[config.mk]
export PLATFORM = sky130hd
export DESIGN_NAME = base_rom_scheduler
export DESIGN_NICKNAME = d
export VERILOG_FILES = /design/src/rtl/base_rom_scheduler.sv
export SDC_FILE = /design/constraint.sdc
export NUM_CORES = 1
export LEC_CHECK = 0
export ABC_CLOCK_PERIOD_IN_PS = 10700
export CORE_ASPECT_RATIO = 1.2
export CORE_UTILIZATION = 45
export CTS_BUF_LIST = sky130_fd_sc_hd__clkbuf_8
export DETAILED_ROUTE_END_ITERATION = 16
export PLACE_DENSITY = 0.79
export SLEW_MARGIN = 5
export SYNTH_ARGS = -nofsm -noshare
export SYNTH_HDL_FRONTEND = slang
export SYNTH_SLANG_ARGS = --single-unit
[constraint.sdc]
create_clock -name vga_clk -period 10.7 [get_ports vga_clk]
set_input_delay 1.07 -clock vga_clk [delete_from_list [all_inputs] [get_ports vga_clk]]
set_output_delay 1.07 -clock vga_clk [all_outputs]
set_load 0.1 [all_outputs]
[src/rtl/base_rom_scheduler.sv]
// rtl/base_rom_scheduler.sv - shares the tile ROM between VGA scan-out prefetch and a game-logic query port
module base_rom_scheduler #(
  parameter int H_ACTIVE     = 640,
  parameter int V_TOTAL      = 525,
  parameter int V_ACTIVE     = 480,
  parameter int TILE_W       = 20,
  parameter int TILE_H       = 15,
  parameter int LINE_FETCH_X = 700
) (
  input  logic       vga_clk,
  input  logic       reset_n,
  input  logic [9:0] DrawX,
  input  logic [9:0] DrawY,
  output logic [9:0] rom_address,
  input  logic [7:0] rom_q,
  output logic [7:0] pix_index,
  input  logic       q_req,
  input  logic [4:0] q_tile_x,
  input  logic [4:0] q_tile_y,
  output logic       q_ack,
  output logic [7:0] q_data
);

  localparam logic [9:0] FETCH_SUB = 10'(TILE_W / 2);

  typedef enum logic [1:0] {S_IDLE, S_WAIT, S_ACK} state_t;

  state_t     state, state_nxt;
  logic [9:0] col, sub, row, ny, ny_row, ds_addr;
  logic       ds_col, ds_line, ds, grant;
  logic       tag_vld, tag_qry;
  logic [7:0] next_reg, cur_reg;

  assign col    = DrawX / 10'(TILE_W);
  assign sub    = DrawX % 10'(TILE_W);
  assign row    = DrawY / 10'(TILE_H);
  assign ny     = (DrawY == 10'(V_TOTAL - 1)) ? 10'd0 : DrawY + 10'd1;
  assign ny_row = ny / 10'(TILE_H);

  // Mid-tile fetch of the next column, plus the first tile of the next line during blanking.
  assign ds_col  = (DrawX < 10'(H_ACTIVE)) && (sub == FETCH_SUB) && (col < 10'd31);
  assign ds_line = (DrawX == 10'(LINE_FETCH_X)) && (ny < 10'(V_ACTIVE));
  assign ds      = reset_n && (ds_col || ds_line);
  assign ds_addr = ds_col ? (row << 5) + col + 10'd1 : (ny_row << 5);

  always_ff @(posedge vga_clk or negedge reset_n) begin
    if (!reset_n) state <= S_IDLE;
    else          state <= state_nxt;
  end

  always_comb begin
    state_nxt = state;
    case (state)
      S_IDLE:  if (q_req && !ds) state_nxt = S_WAIT;
      S_WAIT:  state_nxt = S_ACK;
      S_ACK:   state_nxt = S_IDLE;
      default: state_nxt = S_IDLE;
    endcase
  end

  always_comb begin
    grant = reset_n && (state == S_IDLE) && q_req && !ds;
    q_ack = (state == S_ACK);
    if (ds)         rom_address = ds_addr;
    else if (grant) rom_address = {q_tile_y, q_tile_x};
    else            rom_address = 10'd0;
  end

  // The tag remembers who owned last cycle's read so rom_q lands in the right register.
  always_ff @(posedge vga_clk or negedge reset_n) begin
    if (!reset_n) begin
      tag_vld  <= 1'b0;
      tag_qry  <= 1'b0;
      next_reg <= 8'd0;
      cur_reg  <= 8'd0;
      q_data   <= 8'd0;
    end else begin
      tag_vld <= ds || grant;
      tag_qry <= grant;
      if (tag_vld && !tag_qry)
        next_reg <= rom_q;
      if (state == S_WAIT)
        q_data <= rom_q;
      if ((DrawX < 10'(H_ACTIVE)) && (sub == 10'd0))
        cur_reg <= next_reg;
    end
  end

  assign pix_index = cur_reg;

endmodule

**After elaboration in Yosys (flattened, before gate mapping)**

Cells that the tools add are included.

- Equal/unequal tests: 6
- Shift operators: 0
- Add/sub/neg operators: 3
- Bitwise gates (word level): 0
- Divide/modulo/power cells: 4
- $lt $le $gt $ge: 3
- Mux-type cells: 6
- Multipliers: 0
- Reductions and logical operators: 16

Operator list:

| kind | number |
|---|---|
| two-way mux 10 bit | 4 |
| adder 10 x 1 -> 10 bit (second input constant) | 2 |
| divider 10 x 4 -> 10 bit (second input constant) | 2 |
| equality test 10 bit (second input constant) | 2 |
| adder 10 bit | 1 |
| divider 10 x 5 -> 10 bit (second input constant) | 1 |
| equality test 10 x 4 -> 1 bit (second input constant) | 1 |
| logical AND 1 bit | 10 |
| logical NOT 10 bit | 1 |
| less-than comparator 10 bit (second input constant) | 1 |
| less-than comparator 10 x 5 -> 1 bit (second input constant) | 1 |
| less-than comparator 10 x 9 -> 1 bit (second input constant) | 1 |
| modulo 10 x 5 -> 10 bit (second input constant) | 1 |
| one-hot mux 2 bit (2 select lines) | 1 |
| equality test 2 x 1 -> 1 bit (second input constant) | 1 |
| equality test 2 bit (second input constant) | 1 |
| logical NOT 1 bit | 2 |
| logical NOT 2 bit | 1 |
| logical OR 1 bit | 2 |
| two-way mux 2 bit | 1 |
| inequality test 2 bit (second input constant) | 1 |

- RAM bits: 0
- Flip-flop bits (word level): 28
- Input port bits: 41
- Latch bits: 0
- Memories: 0
- Bits in read-only memories: 0
- Output and inout bits: 27

**Longest topological paths before layout**

Gate-level depths: netlist (run 1).

- Word-level depth: 10
- Depth in mapped cells: 22
- Mapped depth without buffers: 20

**Least setup slack after synthesis (run 1)**

Ideal clock, no wire load.

- Path kind: input to output
- Start: input port DrawY[4]
- End: output port rom_address[8]
- Arrival time: 6679 ps
- Setup slack: 2951 ps
- Stages: 22
- Buffers on the path: 2
- Cells stage by stage: buf_2 > buf_1 > o21ai_0 > a21o_1 > a22oi_1 > o211ai_1 > a21o_1 > o31ai_1 > a21oi_1 > ha_1 > inv_1 > xnor2_1 > xnor2_1 > o21ai_0 > o21ai_0 > o21ai_0 > ha_1 > a31oi_1 > nor3b_1 > o21ai_0 > xor2_1 > o21ai_0

- Longest elaborated chain between the ends: 10

Ends and longest elaborated chain:

| what | line | text |
|---|---|---|
| start, declared | 13 | `input logic [9:0] DrawY,` |
| parallel branches: the longest is 9 deep, another holds divider 10 x 4 -> 10 bit | - |  |
| two-way mux 10 bit * | 64 | `if (ds) rom_address = ds_addr;` |
| end, declared | 14 | `output logic [9:0] rom_address,` |

Mark *: on every way between the ends.

**Worst setup path in the final report (run 1)**

- Start: input port DrawX[4]
- End: output port rom_address[6]

- Longest elaborated chain between the ends: 10

Ends and longest elaborated chain:

| what | line | text |
|---|---|---|
| start, declared | 12 | `input logic [9:0] DrawX,` |
| parallel branches: the longest is 4 deep, another holds divider 10 x 5 -> 10 bit | - |  |
| logical OR 1 bit * | 43 | `assign ds = reset_n && (ds_col \|\| ds_line);` |
| logical AND 1 bit * | 43 |  |
| logical NOT 1 bit * | 62 | `grant = reset_n && (state == S_IDLE) && q_req && !ds;` |
| logical AND 1 bit * | 62 |  |
| named net grant | 30 | `logic ds_col, ds_line, ds, grant;` |
| two-way mux 10 bit * | 65 | `else if (grant) rom_address = {q_tile_y, q_tile_x};` |
| two-way mux 10 bit * | 64 |  |

Mark *: on every way through the listed nets, which the timed path passes.

==> results.sh, run 1 <==
export IMPL_outcome="finished, final reports clean"
export IMPL_rr_worst_depth=4
export IMPL_wl_per_cell_um=15.3
export IMPL_antenna_found_initial=0
export IMPL_slew_viol_final=0
export IMPL_cp_max_fo=27
export IMPL_antenna_cells=0
export IMPL_post_dp_cell_area_mm2=0.00451
export IMPL_cts_resized=0
export IMPL_worst_path_buf_inv=2
export IMPL_grt_max_degree=38
export IMPL_hp_start="next_reg[7]"
export IMPL_first_global_vias=3674
export IMPL_cp_num_cells=16
export IMPL_setup_viol=0
export IMPL_synth_seq_cells=28
export IMPL_p_leak_uw=0.00172
export IMPL_place_congestion=0.968
export IMPL_timing_setup_tns_ns=0
export IMPL_ys_async_sr_fraction_pct=100
export IMPL_timing_rr_start="state[1]"
export IMPL_routed_wl_um=10100
export IMPL_reg2reg_to="tag_qry"
export IMPL_num_io_pins=68
export IMPL_syn_area_mm2=0.00388
export IMPL_die_height_um=104
export IMPL_synth_edf_count=0
export IMPL_cts_setup_buffers=0
export IMPL_numCtsBuffers=3
export IMPL_cp_top_family="buffers and inverters"
export IMPL_ant_nets=0
export IMPL_wl_met3_um=474
export IMPL_cts_root_buf="clkbuf_8"
export IMPL_layout_nets=596
export IMPL_syn_inst=512
export IMPL_end_kind="primary output"
export IMPL_grt_pass1_wl_um=17000
export IMPL_syn_to_final_growth_pct=18.1
export IMPL_finalHoldViolations=0
export IMPL_cts_tree="built"
export IMPL_r2r_slack_ns=9.20
export IMPL_fin_skew_ns=0.00461
export IMPL_yosys_warnings=0
export IMPL_hold_buffers=0
export IMPL_dieArea_mm2=0.00901
export IMPL_relSlewSlack_pct=33.9
export IMPL_hold_class="flop to flop"
export IMPL_dr_pass1_iters=5
export IMPL_peakVddDrop_mv=0.0826
export IMPL_cp_start_kind="input port"
export IMPL_dr_total_vias=4023
export IMPL_synth_seq_area_share_pct=18.0
export IMPL_overflow=0
export IMPL_worstMarginPinSlew_ns=0.988
export IMPL_critPathRequiredTime_ns=9.63
export IMPL_synth_area_leaders="dfrtp_1 18%, mux2_2 7.2%, o21ai_0 5.3%"
export IMPL_cp_startpoint="DrawX[4]"
export IMPL_row_count=36
export IMPL_initial_utilization_pct=47.1
export IMPL_drv_cap=0
export IMPL_htreeDepth=1
export IMPL_critical_path_slowest_cell="clkdlybuf4s50_1"
export IMPL_routed_top_layer="met4"
export IMPL_yosysMostFrequentCell="nand2_1"
export IMPL_crit_arrival_ns=7.15
export IMPL_wl_met2_um=4850
export IMPL_path_clk_slew_ns=0.09
export IMPL_rsz0062_at_grt="false"
export IMPL_port_buffer_count=67
export IMPL_finalCriticalPeriod_ns=8.22
export IMPL_fin_crit_sh_pct=76.8
export IMPL_synth_top_cell_by_area="dfrtp_1"
export IMPL_avgSynthCellArea_um2=7.59
export IMPL_synth_flop_cell="dfrtp_1"
export IMPL_drive_gt1_share_pct=9.89
export IMPL_clock_sinks=28
export IMPL_path_cells="clkdlybuf4s50_1, or3b_2, mux2i_1, o221ai_1, a21oi_2, o21ai_0, nor2_1, nor3_1, o21ai_0, ha_1, a21oi_1, and3_1, nor3_2, nand2_1, a32oi_1, clkdlybuf4s50_1"
export IMPL_synth_top_area_share_pct=18.0
export IMPL_post_dp_hpwl_um=7770
export IMPL_drt_iter0_drc=206
export IMPL_core_mm2=0.00824
export IMPL_critPathKind="input port to primary output"
export IMPL_crit_path_end="rom_address[6]"
export IMPL_powerDensity_mw_per_mm2=161
export IMPL_slowest_delay_ns=1.20
export IMPL_synthTopCellsByCount="49 x nand2_1, 41 x o21ai_0, 39 x nor2_1, 32 x a21oi_1, 28 x dfrtp_1"
export IMPL_synth_cell_types=87
export IMPL_syn_num_nets=561
export IMPL_route_detailed_drc=0
export IMPL_cts_path_max_buffers=2
export IMPL_dieWidth_um=86.8
export IMPL_grtUsageTotal_pct=22.5
export IMPL_max_freq_mhz=122
export IMPL_vias_per_cell=6.10
export IMPL_finish_instance_area_mm2=0.00459
export IMPL_wirelength_met1_um=4560
export IMPL_clock_latency_ns=0.27
## power breakdown
group          switching [µW]  internal, µW  total [µW]  leakage, µW
clock network            30.7          50.1        80.8    0.0000357
logic                     346           150         496      0.00135
registers                18.6           145         163     0.000339
total                     396           345         740      0.00172
## layout by cell type, fill, tap and decap left out, drive strengths merged, types with 5 or more instances in the layout
cell           Yosys  routed
o31ai              7       7
nand4              6       6
dfrtp             28      28
o21ai             44      44
o211ai             7       7
and3               9       9
and2               9       9
nand2             49      49
nand3             12      12
o21a               7       7
nor2              40      40
xor2              10      10
inv               10      10
nor2b              8       8
nor3              28      28
a21oi             34      34
or2                6       6
ha                 8       8
nor4               5       5
o22ai              6       6
xnor2             16      16
nand2b             9       9
mux2              25      25
clkdlybuf4s50      0      67
a21o               9       9
## how the worst min path moves through the flow
stage | to | slack (ns) | cells after the start
global placement | pix_index[2] | 0.48 | 1
global route | q_data[5] | 0.52 | 1
finish | pix_index[7] | 0.50 | 1
detailed placement | pix_index[7] | 0.49 | 1
CTS | pix_index[7] | 0.51 | 1
floorplan | next_reg[0] | 0.47 | 1
## routing by layer
metal	GRT usage, %	up-vias
met4	5.95	0
li1	-	1978
met5	0	-
met2	38.5	151
met1	30.1	1875
met3	1.59	19
## layout make-up
type	count	area (µm²)
multi-input cells	436	2960
repair buffers	68	678
well taps	114	143
inverters	10	37.5
clock inverters	1	30.0
fillers	762	3660
clock buffers	3	41.3
flip-flops and latches	28	701
## stage by stage
step	setup slack, ns	power (µW)	hold slack, ns	cells	util [%]
after global routing	1.98	779	0.524	660	55.6
after CTS	2.52	743	0.508	660	55.6
after global placement	2.70	651	0.479	656	54.8
after detailed placement	2.53	660	0.486	656	54.8
after floorplan	2.95	548	0.475	512	-
final	2.48	740	0.504	660	55.6
## worst register-to-register path: stages, from the launching register on
cell and delay [ns]:
dfrtp_1 0.39, nor2_1 0.13, and2_1 0.18, nand2_1 0.07, nor3_2 0.55
## cells by family (layout without fill, tap and decap cells)
| group | after synthesis | count (layout) | synth area share, % |
|---|---|---|---|
| adders and majority gates | 12 | 12 | 3.64 |
| and+or+nand+nor | 201 | 201 | 27.4 |
| xor gates and xnor gates | 26 | 26 | 6.35 |
| buffers and inverters | 48 | 82 | 5.86 |
| muxes | 28 | 28 | 8.02 |
| DFF | 28 | 28 | 18.0 |
| AOI/OAI and AO/OA | 169 | 169 | 30.6 |
Power figures use the tool's default switching activity.
==> run 2: changes to the inputs <==
--- a/config.mk
+++ b/config.mk
@@ -5,12 +5,12 @@
 export SDC_FILE = /design/constraint.sdc
 export NUM_CORES = 1
 export LEC_CHECK = 0
-export ABC_CLOCK_PERIOD_IN_PS = 10700
+export ABC_CLOCK_PERIOD_IN_PS = 6750
 export CORE_ASPECT_RATIO = 1.2
 export CORE_UTILIZATION = 45
 export CTS_BUF_LIST = sky130_fd_sc_hd__clkbuf_8
 export DETAILED_ROUTE_END_ITERATION = 16
-export PLACE_DENSITY = 0.79
+export PLACE_DENSITY = 0.81
 export SLEW_MARGIN = 5
 export SYNTH_ARGS = -nofsm -noshare
 export SYNTH_HDL_FRONTEND = slang
==> constraint.sdc (replaced) <==
create_clock -name vga_clk -period 6.75 [get_ports vga_clk]
set_input_delay 0.675 -clock vga_clk [delete_from_list [all_inputs] [get_ports vga_clk]]
set_output_delay 0.675 -clock vga_clk [all_outputs]
set_load 0.1 [all_outputs]
==> results.sh, run 2 (synthesis results as in run 1) <==
export IMPL_power_internal_uw=530
export IMPL_critical_path_slowest_cell="clkdlybuf4s50_1"
export IMPL_grtUsageTotal_pct=23.1
export IMPL_hold_class="flop to flop"
export IMPL_rr_worst_depth=2
export IMPL_row_count=36
export IMPL_fin_crit_sh_pct=93.0
export IMPL_setup_viol=0
export IMPL_crit_arrival_ns=5.61
export IMPL_htreeDepth=1
export IMPL_drive_gt1_share_pct=12.7
export IMPL_holdPathStages=1
export IMPL_max_freq_mhz=159
export IMPL_cts_tree="built"
export IMPL_powerDensity_mw_per_mm2=248
export IMPL_cp_start_kind="input port"
export IMPL_dieWidth_um=86.8
export IMPL_drv_cap=0
export IMPL_path_clk_slew_ns=0.09
export IMPL_post_dp_hpwl_um=8230
export IMPL_relSlewSlack_pct=33.5
export IMPL_drt_iter0_drc=359
export IMPL_grt_max_degree=38
export IMPL_end_kind="primary output"
export IMPL_dr_pass1_iters=6
export IMPL_fin_skew_ns=0.00768
export IMPL_cts_setup_buffers=0
export IMPL_crit_path_frequent_cell="o21ai_0"
export IMPL_cp_num_cells=22
export IMPL_worst_path_buf_inv=3
export IMPL_critPathRequiredTime_ns=6.07
export IMPL_cts_resized=0
export IMPL_place_congestion=1.00
export IMPL_cts_path_max_buffers=2
export IMPL_outcome="finished, final reports clean"
export IMPL_slew_viol_final=0
export IMPL_finalCriticalPeriod_ns=6.28
export IMPL_seqPwrFrac_pct=22.3
export IMPL_p_leak_uw=0.00179
export IMPL_layout_commonest_cell="clkdlybuf4s50_1"
export IMPL_hold_buffers=0
export IMPL_numCtsBuffers=3
export IMPL_core_mm2=0.00824
export IMPL_cts_root_buf="clkbuf_8"
export IMPL_clock_sinks=28
export IMPL_peakVddDrop_mv=0.145
export IMPL_critPathKind="input port to primary output"
export IMPL_antenna_found_initial=0
export IMPL_layout_cells_non_filler=666
export IMPL_dieArea_mm2=0.00901
export IMPL_ant_nets=0
export IMPL_rsz0062_at_grt="false"
export IMPL_syn_to_final_growth_pct=21.1
export IMPL_num_io_pins=68
export IMPL_dp_cells=662
export IMPL_initial_utilization_pct=47.1
export IMPL_port_buffer_count=67
export IMPL_worstMarginPinSlew_ns=0.995
export IMPL_overflow=0
export IMPL_antenna_cells=0
export IMPL_dr_total_vias=4155
export IMPL_path_cells="clkdlybuf4s50_1, o21ai_0, a21o_1, a22oi_1, o211ai_1, a21o_1, o31ai_1, a21oi_1, ha_1, inv_1, xnor2_1, xnor2_1, o21ai_0, o21ai_0, o21ai_0, ha_1, a31oi_1, nor3b_1, o21ai_0, xor2_1, o21ai_1, buf_12"
export IMPL_first_global_vias=3791
export IMPL_p_sw_uw=636
export IMPL_layout_common_cells="57 x clkdlybuf4s50_1, 49 x nand2_1, 40 x o21ai_0"
export IMPL_clock_latency_ns=0.27
export IMPL_finish_instance_area_mm2=0.00470
export IMPL_cp_top_family="compound AO/OA/AOI/OAI gates"
export IMPL_die_height_um=104
export IMPL_layout_nets=602
export IMPL_route_detailed_drc=0
export IMPL_slowest_delay_ns=0.84
export IMPL_grt_pass1_wl_um=17600
export IMPL_fin_hold_ws_ns=0.505
export IMPL_power_frac_comb_pct=69.2
export IMPL_swShare_pct=54.6
export IMPL_wl_per_cell_um=15.8
export IMPL_power_uw=1170
export IMPL_routed_wl_um=10500
export IMPL_clockPowerShare_pct=8.5
export IMPL_post_dp_cell_area_mm2=0.00465
export IMPL_timing_setup_tns_ns=0
export IMPL_cp_max_fo=18
export IMPL_finalHoldViolations=0
export IMPL_vias_per_cell=6.24
run 2: final cells by class:
class | count | area [µm²]
fill | 735 | 3540
multi-input combinational | 436 | 2960
timing repair buffer | 74 | 811
sequential | 28 | 701
tap | 114 | 143
clock buffer | 4 | 55.1
inverter | 10 | 37.5
run 2: path summary, 6_finish.rpt:
| check | to | slack (ns) | start |
|---|---|---|---|
| max in group asynchronous | next_reg[3] | 5.62 | reset_n |
| setup reg to reg | next_reg[5] | 5.33 | tag_qry |
| hold reg to reg | pix_index[3] | 0.50 | next_reg[3] |
| setup / recovery | rom_address[8] | 0.47 | DrawY[4] |
| hold / removal | pix_index[3] | 0.50 | next_reg[3] |
| min in group asynchronous | pix_index[3] | 0.84 | reset_n |
run 2: layer usage:
metal	vias up	GRT usage (%)	routed length [µm]
li1	1986	-	-
met1	1956	29.9	4520
met2	186	40.6	5060
met3	27	1.51	573
met4	0	6.55	339
met5	-	0	0
run 2: power by group through the flow:
stage               combinational, µW  sequential (µW)  clock [µW]
floorplan                         307              562           0
global placement                  787              259           0
detailed placement                803              264           0
CTS                               805              261         101
global route                      847              268         108
finish                            807              260        98.8
run 2: stage by stage:
step	setup WS, ns	utilization [%]
after floorplan	0.511	-
after global placement	0.699	56.4
after detailed placement	0.550	56.4
after CTS	0.530	57.0
after global routing	0.0384	57.0
final	0.470	57.0
